===== src/rtl/instr_encoder_loader_if.sv =====
// Instruction stream in / encoded word out bundle between the boot loader source and IMEM.
// The loader itself takes the slave view; the source/IMEM side takes the master view.
interface instr_encoder_loader_if #(
  parameter int ADDR_W = 32
) ();
  logic              in_valid;
  logic              in_ready;
  logic [5:0]        in_index;
  logic [25:0]       in_opnd;
  logic              in_last;
  logic              out_valid;
  logic              out_ready;
  logic [31:0]       out_word;
  logic [ADDR_W-1:0] out_addr;

  modport master (
    output in_valid, in_index, in_opnd, in_last, out_ready,
    input  in_ready, out_valid, out_word, out_addr
  );

  modport slave (
    input  in_valid, in_index, in_opnd, in_last, out_ready,
    output in_ready, out_valid, out_word, out_addr
  );
endinterface


===== src/rtl/instr_encoder_loader.sv =====
// Packs (index, operand) pairs into 32-bit MIPS words and streams them to IMEM
// at an auto-incrementing address; the inverse of the CPU instruction decoder.
//
// state | meaning
// ------+-------------------------------------------------------------
// IDLE  | waiting for base_load; no input accepted
// RUN   | accepting instructions, emitting encoded words
// DRAIN | last instruction taken; waiting for the pending word to leave
// DONE  | program complete; done pulses on the following cycle
module instr_encoder_loader #(
  parameter int ADDR_W    = 32,
  parameter int ADDR_STEP = 4,
  parameter int CNT_W     = 16
) (
  input  logic                  clk,
  input  logic                  rst_n,
  input  logic                  base_load,
  input  logic [ADDR_W-1:0]     base_addr,
  instr_encoder_loader_if.slave bus,
  output logic [CNT_W-1:0]      word_count,
  output logic                  err_illegal,
  output logic                  done
);

  typedef enum logic [1:0] {S_IDLE, S_RUN, S_DRAIN, S_DONE} state_t;

  state_t            state, state_nxt;
  logic [ADDR_W-1:0] addr;
  logic              out_valid_q;
  logic [31:0]       out_word_q;
  logic [ADDR_W-1:0] out_addr_q;
  logic              in_ready_c;
  logic              accept;
  logic              handshake;
  logic [32:0]       enc;

  function automatic logic [32:0] rtype(input logic [19:0] keep, input logic [5:0] funct);
    return {1'b1, 6'h00, keep, funct};
  endfunction

  function automatic logic [32:0] itype(input logic [5:0] op, input logic [25:0] keep);
    return {1'b1, op, keep};
  endfunction

  function automatic logic [32:0] special2(input logic [14:0] keep, input logic [5:0] funct);
    return {1'b1, 6'h1C, keep, 5'b00000, funct};
  endfunction

  function automatic logic [32:0] cop0(input logic [4:0] rs, input logic [9:0] keep);
    return {1'b1, 6'h10, rs, keep, 11'b0};
  endfunction

  function automatic logic [32:0] bgez(input logic [4:0] rs, input logic [15:0] imm);
    return {1'b1, 6'h01, rs, 5'b00001, imm};
  endfunction

  // Returns {legal, word}; legal=0 for indices outside 1..54.
  function automatic logic [32:0] encode(input logic [5:0] idx, input logic [25:0] opnd);
    logic [32:0] r;
    r = '0;
    case (idx)
      6'd1:  r = itype(6'h08, opnd);
      6'd2:  r = itype(6'h09, opnd);
      6'd3:  r = itype(6'h0C, opnd);
      6'd4:  r = itype(6'h0D, opnd);
      6'd5:  r = itype(6'h0B, opnd);
      6'd6:  r = itype(6'h0F, opnd);
      6'd7:  r = itype(6'h0E, opnd);
      6'd8:  r = itype(6'h0A, opnd);
      6'd9:  r = rtype(opnd[25:6], 6'h21);
      6'd10: r = rtype(opnd[25:6], 6'h24);
      6'd11: r = itype(6'h04, opnd);
      6'd12: r = itype(6'h05, opnd);
      6'd13: r = itype(6'h02, opnd);
      6'd14: r = itype(6'h03, opnd);
      6'd15: r = rtype(opnd[25:6], 6'h08);
      6'd16: r = itype(6'h23, opnd);
      6'd17: r = rtype(opnd[25:6], 6'h26);
      6'd18: r = rtype(opnd[25:6], 6'h27);
      6'd19: r = rtype(opnd[25:6], 6'h25);
      6'd20: r = rtype(opnd[25:6], 6'h00);
      6'd21: r = rtype(opnd[25:6], 6'h04);
      6'd22: r = rtype(opnd[25:6], 6'h2B);
      6'd23: r = rtype(opnd[25:6], 6'h03);
      6'd24: r = rtype(opnd[25:6], 6'h02);
      6'd25: r = rtype(opnd[25:6], 6'h23);
      6'd26: r = itype(6'h2B, opnd);
      6'd27: r = rtype(opnd[25:6], 6'h20);
      6'd28: r = rtype(opnd[25:6], 6'h22);
      6'd29: r = rtype(opnd[25:6], 6'h2A);
      6'd30: r = rtype(opnd[25:6], 6'h06);
      6'd31: r = rtype(opnd[25:6], 6'h07);
      6'd32: r = special2(opnd[25:11], 6'h20);
      6'd33: r = rtype(opnd[25:6], 6'h1B);
      6'd34: r = {1'b1, 32'h4200_0018};
      6'd35: r = rtype(opnd[25:6], 6'h09);
      6'd36: r = itype(6'h20, opnd);
      6'd37: r = itype(6'h24, opnd);
      6'd38: r = itype(6'h25, opnd);
      6'd39: r = itype(6'h28, opnd);
      6'd40: r = itype(6'h29, opnd);
      6'd41: r = itype(6'h21, opnd);
      6'd42: r = cop0(5'b00000, opnd[20:11]);
      6'd43: r = rtype(opnd[25:6], 6'h10);
      6'd44: r = rtype(opnd[25:6], 6'h12);
      6'd45: r = cop0(5'b00100, opnd[20:11]);
      6'd46: r = rtype(opnd[25:6], 6'h11);
      6'd47: r = rtype(opnd[25:6], 6'h13);
      6'd48: r = special2(opnd[25:11], 6'h02);
      6'd49: r = rtype(opnd[25:6], 6'h19);
      6'd50: r = rtype(opnd[25:6], 6'h0C);
      6'd51: r = rtype(opnd[25:6], 6'h34);
      6'd52: r = bgez(opnd[25:21], opnd[15:0]);
      6'd53: r = rtype(opnd[25:6], 6'h0D);
      6'd54: r = rtype(opnd[25:6], 6'h1A);
      default: r = '0;
    endcase
    return r;
  endfunction

  assign enc       = encode(bus.in_index, bus.in_opnd);
  assign accept    = bus.in_valid & in_ready_c;
  assign handshake = out_valid_q & bus.out_ready;

  always_ff @(posedge clk or negedge rst_n) begin
    if (!rst_n) state <= S_IDLE;
    else        state <= state_nxt;
  end

  always_comb begin
    state_nxt = state;
    case (state)
      S_IDLE:  if (base_load) state_nxt = S_RUN;
      S_RUN:   if (accept && bus.in_last) state_nxt = S_DRAIN;
      S_DRAIN: if (!out_valid_q || bus.out_ready) state_nxt = S_DONE;
      S_DONE:  state_nxt = S_IDLE;
      default: state_nxt = S_IDLE;
    endcase
  end

  always_comb begin
    in_ready_c = 1'b0;
    if (state == S_RUN) in_ready_c = !out_valid_q || bus.out_ready;
  end

  always_ff @(posedge clk or negedge rst_n) begin
    if (!rst_n) begin
      addr        <= '0;
      out_valid_q <= 1'b0;
      out_word_q  <= '0;
      out_addr_q  <= '0;
      word_count  <= '0;
      err_illegal <= 1'b0;
      done        <= 1'b0;
    end else begin
      done <= (state == S_DONE);
      if (state == S_IDLE && base_load) begin
        addr        <= base_addr;
        word_count  <= '0;
        err_illegal <= 1'b0;
      end
      // A new accept overrides the handshake clear so streaming has no bubble.
      if (accept && enc[32]) begin
        out_word_q  <= enc[31:0];
        out_addr_q  <= addr;
        out_valid_q <= 1'b1;
        addr        <= addr + ADDR_W'(ADDR_STEP);
        word_count  <= word_count + CNT_W'(1);
      end else if (handshake) begin
        out_valid_q <= 1'b0;
      end
      if (accept && !enc[32]) err_illegal <= 1'b1;
    end
  end

  assign bus.in_ready  = in_ready_c;
  assign bus.out_valid = out_valid_q;
  assign bus.out_word  = out_word_q;
  assign bus.out_addr  = out_addr_q;

endmodule


===== src/flat_wrapper.sv =====
// flat-port wrapper written by rule: the top's interface ports become plain ports
module instr_encoder_loader_flat 
#(
  parameter int ADDR_W    = 32,
  parameter int ADDR_STEP = 4,
  parameter int CNT_W     = 16
)
  (clk, rst_n, base_load, base_addr, word_count, err_illegal, done, bus_in_valid, bus_in_index, bus_in_opnd, bus_in_last, bus_out_ready, bus_in_ready, bus_out_valid, bus_out_word, bus_out_addr);
  instr_encoder_loader_if #(.ADDR_W(ADDR_W)) bus_i ();
  input  logic clk;
  input  logic rst_n;
  input  logic base_load;
  input  logic [ADDR_W-1:0] base_addr;
  output logic [CNT_W-1:0] word_count;
  output logic err_illegal;
  output logic done;
  input wire logic [$bits(bus_i.in_valid)-1:0] bus_in_valid;
  input wire logic [$bits(bus_i.in_index)-1:0] bus_in_index;
  input wire logic [$bits(bus_i.in_opnd)-1:0] bus_in_opnd;
  input wire logic [$bits(bus_i.in_last)-1:0] bus_in_last;
  input wire logic [$bits(bus_i.out_ready)-1:0] bus_out_ready;
  output wire logic [$bits(bus_i.in_ready)-1:0] bus_in_ready;
  output wire logic [$bits(bus_i.out_valid)-1:0] bus_out_valid;
  output wire logic [$bits(bus_i.out_word)-1:0] bus_out_word;
  output wire logic [$bits(bus_i.out_addr)-1:0] bus_out_addr;
  assign bus_i.in_valid = bus_in_valid;
  assign bus_i.in_index = bus_in_index;
  assign bus_i.in_opnd = bus_in_opnd;
  assign bus_i.in_last = bus_in_last;
  assign bus_i.out_ready = bus_out_ready;
  assign bus_in_ready = bus_i.in_ready;
  assign bus_out_valid = bus_i.out_valid;
  assign bus_out_word = bus_i.out_word;
  assign bus_out_addr = bus_i.out_addr;
  instr_encoder_loader #(.ADDR_W(ADDR_W), .ADDR_STEP(ADDR_STEP), .CNT_W(CNT_W)) u_core (.clk(clk), .rst_n(rst_n), .base_load(base_load), .base_addr(base_addr), .bus(bus_i), .word_count(word_count), .err_illegal(err_illegal), .done(done));
endmodule

===== config.mk =====
export PLATFORM = sky130hd
export DESIGN_NAME = instr_encoder_loader_flat
export DESIGN_NICKNAME = d
export VERILOG_FILES = /design/src/rtl/instr_encoder_loader_if.sv /design/src/rtl/instr_encoder_loader.sv /design/src/flat_wrapper.sv
export SDC_FILE = /design/constraint.sdc
export NUM_CORES = 1
export LEC_CHECK = 0
export BUFFER_PORTS_ARGS = -buffer_cell sky130_fd_sc_hd__buf_2
export CAP_MARGIN = 5
export CORE_ASPECT_RATIO = 1.25
export CORE_MARGIN = 5
export CORE_UTILIZATION = 30
export CTS_BUF_LIST = sky130_fd_sc_hd__clkbuf_16
export DETAILED_ROUTE_END_ITERATION = 8
export PLACE_DENSITY = 0.52
export SETUP_SLACK_MARGIN = 0.5
export SYNTH_ARGS = -nofsm -noshare
export SYNTH_HDL_FRONTEND = slang
export SYNTH_SLANG_ARGS = --single-unit
export TNS_END_PERCENT = 5

===== constraint.sdc =====
create_clock -name clk -period 2 [get_ports clk]
set_input_delay 0.2 -clock clk [delete_from_list [all_inputs] [get_ports clk]]
set_output_delay 0.2 -clock clk [all_outputs]
set_load 0.005 [all_outputs]

## Word level (Yosys, flattened, before mapping)

Index checks and enable logic that the tools add are counted.

- Add/sub/neg operators: 2
- Equality and inequality tests: 60
- Multiplexer cells: 14
- Bitwise logic cells: 2
- Reduce and logical (&&, ||, !) cells: 12

Operators with widths:

| operator | count |
|---|---|
| $pmux W33 S54 | 1 |
| $eq A6 B6 Y1 const B | 23 |
| $eq A6 B5 Y1 const B | 16 |
| $mux W32 | 2 |
| $eq A6 B4 Y1 const B | 8 |
| $add A32 B3 Y32 const B | 1 |
| $mux W16 | 2 |
| $eq A6 B3 Y1 const B | 4 |
| $add A16 B1 Y16 const B | 1 |
| $eq A6 B2 Y1 const B | 2 |
| $pmux W2 S4 | 1 |
| $eq A6 B1 Y1 const B | 1 |
| $mux W2 | 3 |
| $reduce_bool A2 Y1 | 3 |
| $mux W1 | 5 |
| $eq A2 B2 Y1 const B | 2 |
| $logic_and A1 B1 Y1 | 4 |
| $ne A2 B1 Y1 const B | 2 |
| $reduce_and A3 Y1 | 1 |
| $and A1 B1 Y1 | 2 |
| $eq A2 B1 Y1 const B | 1 |
| $logic_not A1 Y1 | 2 |
| $logic_not A2 Y1 | 1 |
| $ne A2 B2 Y1 const B | 1 |
| $logic_or A1 B1 Y1 | 1 |

- Bits in registers: 117
- Input bits: 70
- Word-level logic and storage cells: 98

## Longest topological paths before layout

Gate-level depths: netlist of the first run.

- Word-level depth: 7
- Gate-level depth with buffers: 8
- Depth with buffers taken out: 7

## Worst setup path before layout of the first run

Ideal clock, no wire load.

- Path kind: reg2reg
- From: reg u_core.state[1]
- To: reg u_core.word_count[11]
- Library setup time: 140 ps
- Data arrival time: 1,862 ps
- Data required time: 1,860 ps
- Slack: -2 ps
- Stages on the path, launching flop included: 7
- Buffers on the path: 0
- Cell sequence: dfrtp_1 > inv_1 > ha_1 > nand3_1 > or4_4 > o311ai_0 > o41ai_1

- Word-level cells in the longest chain between the ends: 5

Ends and longest elaborated chain:

| what | RTL line | source |
|---|---|---|
| start: declaration | instr_encoder_loader.sv:27 | `state_t state, state_nxt;` |
| start signal: assignment | instr_encoder_loader.sv:127 | `else state <= state_nxt;` |
| $eq A2 B1 Y1 | instr_encoder_loader.sv:143 | `if (state == S_RUN) in_ready_c = !out_valid_q \|\| bus.out_ready;` |
| $mux W1 | instr_encoder_loader.sv:143 |  |
| $and A1 B1 Y1 | instr_encoder_loader.sv:122 | `assign accept = bus.in_valid & in_ready_c;` |
| $logic_and A1 B1 Y1 | instr_encoder_loader.sv:163 | `if (accept && enc[32]) begin` |
| $mux W16 / $reduce_bool A2 Y1 (equally long branches) | -- |  |
| end signal: assignment | instr_encoder_loader.sv:168 | `word_count <= word_count + CNT_W'(1);` |
| end: declaration | instr_encoder_loader.sv:20 | `output logic [CNT_W-1:0] word_count,` |

Several ways; a longest one is shown, not always the timed one.
A chain may end at the register's enable or synchronous reset.

## Final worst setup path of the first run

- From: reg u_core.state[1]
- To: reg u_core.word_count[5]

The elaborated chain is that of the path after synthesis.

==> impl_metrics.env, run 1 <==
export IMPL_port_buffers=153
export IMPL_worstPathMaxFanout=6
export IMPL_fillers=2159
export IMPL_ant_nets=0
export IMPL_antenna_found_initial=0
export IMPL_areaGrowthSynthToFinish_pct=44.5
export IMPL_vias_per_cell=5.27
export IMPL_synth_fa_ha_area_frac=0.0134
export IMPL_gp_congestion=0.839
export IMPL_die_area_mm2=0.0248
export IMPL_pin_count=154
export IMPL_path_cells="inv_2 > ha_4 > nand3_4 > or4_4 > buf_6 > buf_4 > o31ai_1"
export IMPL_layout_commonest_cell="nand2_1"
export IMPL_end_kind="register"
export IMPL_crit_path_start_kind="register"
export IMPL_r2r_cells=7
export IMPL_clk_path_buf_depth=2
export IMPL_path_clk_slew_ns=0.06
export IMPL_start_util=0.304
export IMPL_min_path_type="input port to register"
export IMPL_timing_final_crit_share=0.947
export IMPL_grt_usage=0.181
export IMPL_rows=60
export IMPL_p_switching_mw=4.32
export IMPL_fin_crit_ns=1.89
export IMPL_ir_drop_mv=0.703
export IMPL_grt_max_degree=51
export IMPL_synth_edf_count=0
export IMPL_pwr_share_comb=0.406
export IMPL_drcViolationCount=0
export IMPL_power_internal_mw=7.85
export IMPL_yosysWarnings=0
export IMPL_fp_dieH_um=175
export IMPL_ctsRootBufferMaster="clkbuf_16"
export IMPL_fin_skew_ns=0.00759
export IMPL_utilization=0.440
export IMPL_syn_instance_count=746
export IMPL_synth_xor_area_frac=0.00268
export IMPL_cts_tree="built"
export IMPL_drive_gt1_frac=0.356
export IMPL_cts_made_buffers=17
export IMPL_whs_path_depth=3
export IMPL_hold_violations=0
export IMPL_power_frac_seq=0.329
export IMPL_clkPwrFrac=0.265
export IMPL_grt_pass1_vias=6643
export IMPL_wl_per_cell_um=18.2
export IMPL_drt_total_wl_um=23300
export IMPL_syn_cell_area_mm2=0.00653
export IMPL_firstDrtPassIters=5
export IMPL_swShare=0.355
export IMPL_overflow=0
export IMPL_p_per_area_mw_per_mm2=1290
export IMPL_drtIter0Drc=457
export IMPL_synthFlopType="dfrtp_1"
export IMPL_synth_nets=823
export IMPL_yosys_area_share_simple=0.255
export IMPL_arrival_ns=2.20
export IMPL_via_count=6749
export IMPL_htree_levels=4
export IMPL_max_cap_violations=0
export IMPL_cpMaxStageDelayCell="or4_4"
export IMPL_async_reset_ff_frac=1.00
export IMPL_max_slew_margin=0.658
export IMPL_final_max_slew_viol_count=0
export IMPL_synthMuxAreaShare=0.0111
export IMPL_nets=1065
export IMPL_cts_sink_count=117
export IMPL_yosysSeqAreaShare=0.448
export IMPL_cp_required_ns=2.31
export IMPL_syn_avg_cell_area_um2=8.75
export IMPL_post_place_cells=1196
export IMPL_worst_pin_slew_ns=0.501
export IMPL_die_w_um=142
export IMPL_synth_seq_cells=117
export IMPL_cp_slowest_stage_delay_ns=0.55
export IMPL_fin_cells=1280
export IMPL_crit_type="register to register"
export IMPL_hpwl_um=16200
export IMPL_status="completed"
export IMPL_p_leak_nw=4.44
export IMPL_setup_viol=0
export IMPL_final_cell_mix="nand2_1, buf_2, dfrtp_1"
export IMPL_grt_setup_unrepaired="true"
export IMPL_grt_pass1_wl_um=35900
export IMPL_synth_compound_area_share=0.222
export IMPL_ys_types=75
export IMPL_maxClockFrequency_ghz=0.528
export IMPL_diodes=0
export IMPL_core_area_mm2=0.0215
export IMPL_clkLatencyLatePin_ns=0.42
export IMPL_synth_top_family_by_area="simple AND/OR/NAND/NOR gates"
timing repair:
item / CTS / global route
hold endpoints to repair: 38 / 1
gates resized for setup: 13 / 21
buffers inserted: 13 / 19
setup endpoints to repair: 115 / 116
pin swaps: 8 / 13
cloned: 1 / 7
hold buffers: 11 / 1
synth_stat cells (all sizes together), types with 10 or more instances:
cell type,number,area share
a22o,11,0.015
nand4,14,0.013
a21oi,36,0.028
dfrtp,117,0.45
nand2,159,0.091
inv,14,0.0080
o21ai,34,0.026
nor3,15,0.012
and3,12,0.011
buf,28,0.022
o31ai,10,0.012
o221a,14,0.024
nand3,34,0.026
and2,11,0.011
clkbuf,30,0.017
nor2b,15,0.016
nor2,33,0.019
o211ai,10,0.011
a31oi,12,0.012
through the flow:
step | instance area (um^2) | setup TNS, ns | hold WS [ns] | total power [mW] | setup slack [ns]
2_1_floorplan | 6620 | 0 | -0.0956 | 6.32 | 0.236
3_3_place_gp | 8150 | -0.0475 | 0.181 | 8.33 | -0.0475
3_5_place_dp | 8150 | 0 | 0.184 | 8.35 | 0.0295
4_1_cts | 9060 | 0 | 0.000943 | 11.8 | 0.166
5_1_grt | 9440 | 0 | 0.00446 | 13.0 | 0.0290
6_report | 9440 | 0 | 0.00275 | 12.2 | 0.106
power by group through the flow:
| stage | combinational, mW | sequential (mW) | clock (mW) |
|---|---|---|---|
| after floorplan | 2.29 | 4.03 | 0 |
| after global placement | 4.31 | 4.02 | 0 |
| after detailed placement | 4.31 | 4.04 | 0 |
| after CTS | 4.52 | 4.00 | 3.28 |
| after global routing | 5.44 | 4.12 | 3.39 |
| final | 4.94 | 4.00 | 3.23 |
registers in the layout (all words and copies together), names as in the netlist:
register              flops
u_core.state              2
u_core.done               1
u_core.err_illegal        1
u_core.bus.out_word      32
u_core.bus.out_addr      32
u_core.word_count        16
u_core.addr              32
u_core.bus.out_valid      1
worst max-delay path: cells and delay by family, from the launching register on:
| family | cells | cell delay, ns |
|---|---|---|
| and+or+nand+nor | 2 | 0.63 |
| AOI/OAI and AO/OA | 1 | 0.25 |
| adders and majority gates | 1 | 0.15 |
| buffers and inverters | 3 | 0.38 |
| DFF | 1 | 0.39 |
path summary, 6_finish.rpt:
check | endpoint | slack, ns | start
hold reg to reg | u_core.bus.out_word[30] | 0.46 | u_core.bus.out_word[30]
setup / recovery | u_core.word_count[5] | 0.11 | u_core.state[1]
min in group asynchronous | u_core.bus.out_addr[1] | 0.27 | rst_n
max in group asynchronous | u_core.bus.out_valid | 0.98 | rst_n
setup reg to reg | u_core.word_count[5] | 0.11 | u_core.state[1]
hold / removal | u_core.bus.out_word[18] | 0.003 | bus_in_opnd[18]
cell families (layout without fill, tap and decap cells):
logic type	after synthesis	in the layout
buffers and inverters	72	326
adders and majority gates	7	7
xor gates and xnor gates	2	2
and+or+nand+nor	340	341
AOI/OAI and AO/OA	201	201
muxes	7	7
DFF	117	117
area by class of cell:
| type | instances | area [um^2] | share of cell area |
|---|---|---|---|
| clock inverters | 15 | 186 | 0.0198 |
| multi-input cells | 558 | 3510 | 0.372 |
| repair buffers | 280 | 1980 | 0.210 |
| clock buffers | 17 | 425 | 0.0451 |
| well taps | 279 | 349 | 0.0370 |
| inverters | 14 | 52.6 | 0.00557 |
| flip-flops and latches | 117 | 2930 | 0.310 |
layer usage:
metal | vias up | global-route usage | share of wire
li1 | 3223 | - | -
met1 | 3278 | 0.220 | 0.40
met2 | 213 | 0.323 | 0.52
met3 | 35 | 0.0320 | 0.050
met4 | 0 | 0.0592 | 0.023
met5 | - | 0 | 0
(Power assumes the default switching activity.)
==> run 2, diff against run 1 <==
--- a/config.mk
+++ b/config.mk
@@ -12,7 +12,8 @@
 export CORE_UTILIZATION = 30
 export CTS_BUF_LIST = sky130_fd_sc_hd__clkbuf_16
 export DETAILED_ROUTE_END_ITERATION = 8
-export PLACE_DENSITY = 0.52
+export GPL_TIMING_DRIVEN = 0
+export PLACE_DENSITY = 0.51
 export SETUP_SLACK_MARGIN = 0.5
 export SYNTH_ARGS = -nofsm -noshare
 export SYNTH_HDL_FRONTEND = slang
==> constraint.sdc (replaced) <==
create_clock -name clk -period 2.05 [get_ports clk]
set_input_delay 0.205 -clock clk [delete_from_list [all_inputs] [get_ports clk]]
set_output_delay 0.205 -clock clk [all_outputs]
set_load 0.005 [all_outputs]
==> impl_metrics.env, run 2 (same netlist as run 1, synthesis figures left out) <==
export IMPL_firstDrtPassIters=6
export IMPL_p_leak_nw=4.32
export IMPL_die_w_um=142
export IMPL_htree_levels=4
export IMPL_hold_violations=0
export IMPL_gp_congestion=0.964
export IMPL_pin_count=154
export IMPL_p_switching_mw=4.34
export IMPL_worstPathMaxFanout=8
export IMPL_timing_final_crit_share=0.920
export IMPL_cp_required_ns=2.41
export IMPL_fin_skew_ns=0.00850
export IMPL_crit_path_start_kind="register"
export IMPL_clkLatencyLatePin_ns=0.42
export IMPL_r2r_slack_ns=0.16
export IMPL_min_path_type="input port to register"
export IMPL_hold_slack_ns=0.0109
export IMPL_wl_per_cell_um=20.1
export IMPL_dpl_instance_area_mm2=0.00776
export IMPL_antenna_found_initial=0
export IMPL_path_clk_slew_ns=0.06
export IMPL_maxClockFrequency_ghz=0.530
export IMPL_fillers=2204
export IMPL_ir_drop_mv=0.599
export IMPL_drcViolationCount=0
export IMPL_max_slew_margin=0.479
export IMPL_port_buffers=153
export IMPL_grt_pass1_wl_um=38800
export IMPL_layout_commonest_cell="buf_2"
export IMPL_power_internal_mw=7.66
export IMPL_setup_viol=0
export IMPL_hpwl_um=18200
export IMPL_grt_pass1_vias=6835
export IMPL_end_kind="register"
export IMPL_overflow=0
export IMPL_ant_nets=0
export IMPL_vias_per_cell=5.40
export IMPL_design_area_mm2=0.00935
export IMPL_max_cap_violations=0
export IMPL_start_util=0.304
export IMPL_grt_usage=0.200
export IMPL_nets=1057
export IMPL_diodes=0
export IMPL_power_total_mw=12.0
export IMPL_cp_slowest_stage_delay_ns=0.45
export IMPL_drive_gt1_frac=0.347
export IMPL_status="completed"
export IMPL_final_max_slew_viol_count=0
export IMPL_core_area_mm2=0.0215
export IMPL_arrival_ns=2.24
export IMPL_fin_crit_ns=1.89
export IMPL_clkPwrFrac=0.260
export IMPL_ctsRootBufferMaster="clkbuf_16"
export IMPL_swShare=0.361
export IMPL_clk_path_buf_depth=2
export IMPL_worst_pin_slew_ns=0.779
export IMPL_cpMaxStageDelayCell="or4_1"
export IMPL_drtIter0Drc=549
export IMPL_power_frac_seq=0.331
export IMPL_pwr_share_comb=0.409
export IMPL_drt_total_wl_um=25500
export IMPL_fp_dieH_um=175
export IMPL_die_area_mm2=0.0248
export IMPL_cp_top_family="simple AND/OR/NAND/NOR gates"
export IMPL_via_count=6869
export IMPL_cts_sink_count=117
export IMPL_areaGrowthSynthToFinish_pct=43.2
export IMPL_p_per_area_mw_per_mm2=1280
export IMPL_rows=60
export IMPL_cp_buffers_inverters=1
export IMPL_grt_max_degree=73
export IMPL_grt_setup_unrepaired="true"
export IMPL_path_cells="buf_4 > and4_1 > nand3_4 > or4_1 > a21oi_1 > o221a_2"
export IMPL_final_cell_mix="buf_2, nand2_1, dfrtp_1"
export IMPL_crit_type="register to register"
export IMPL_cts_made_buffers=17
export IMPL_cts_tree="built"
==> run 2: cell count changes in the layout (fill, tap and decap cells not counted), sizes merged <==
cell         change
clkinv           -1
clkinvlp         +1
clkbuf          +26
buf             -31
dlygate4sd3      -2
nand3            -1
==> run 2: cell type report <==
type	instances	area [um^2]	area share
flip-flops and latches	117	2930	0.314
repair buffers	215	1410	0.151
clock inverters	15	189	0.0202
inverters	14	52.6	0.00562
plain buffers	58	418	0.0447
clock buffers	17	425	0.0455
multi-input cells	557	3570	0.382
well taps	279	349	0.0373
==> run 2: what timing repair did <==
action                                  CTS  global route
endpoints found under the setup margin  115           116
resized for setup                        73            46
setup buffers                            29            15
endpoints found under the hold margin    53             1
pin swaps                                 9            10
gates cloned                              4             3
hold buffers                              9             1
==> run 2: power by group through the flow <==
stage	registers, mW	logic [mW]	clock network [mW]
after floorplan	3.93	2.24	0
after global placement	4.02	3.86	0
after detailed placement	4.02	3.90	0
after CTS	3.96	4.56	3.19
after global routing	4.09	5.38	3.30
final	3.97	4.90	3.13
==> run 2: path summary, 6_finish.rpt <==
kind                                              from  depth (start not counted)                 endpoint
worst max-delay path                    u_core.addr[2]                          6          u_core.addr[25]
worst min-delay path                   bus_in_opnd[20]                          3  u_core.bus.out_word[20]
worst max register to register          u_core.addr[2]                          6          u_core.addr[25]
worst min register to register  u_core.bus.out_addr[5]                          2   u_core.bus.out_addr[5]
max in group asynchronous                        rst_n                          3          u_core.state[0]
min in group asynchronous                        rst_n                          2   u_core.bus.out_addr[1]
==> run 2: per-stage QoR <==
stage               instances  TNS [ns]  setup slack (ns)  utilization
global route             1272         0            0.0667        0.436
CTS                      1253         0             0.129        0.420
finish                   1272         0             0.165        0.436
global placement         1178   -142.12            -0.852        0.360
detailed placement       1179    -40.97            -0.634        0.362
floorplan                 746         0             0.286            -
==> run 2: routing by layer <==
| metal | routed length (um) | global-route usage | part of all wire |
|---|---|---|---|
| met5 | 0 | 0 | 0 |
| met4 | 985 | 0.0952 | 0.039 |
| met3 | 1440 | 0.0386 | 0.056 |
| met2 | 13200 | 0.350 | 0.52 |
| met1 | 9910 | 0.233 | 0.39 |
==> run 2: tightest hold or removal path: cells and delay by family <==
family / cells / cell delay [ns]
AND/OR/NAND/NOR: 2 / 0.11
buffers and inverters: 1 / 0.08
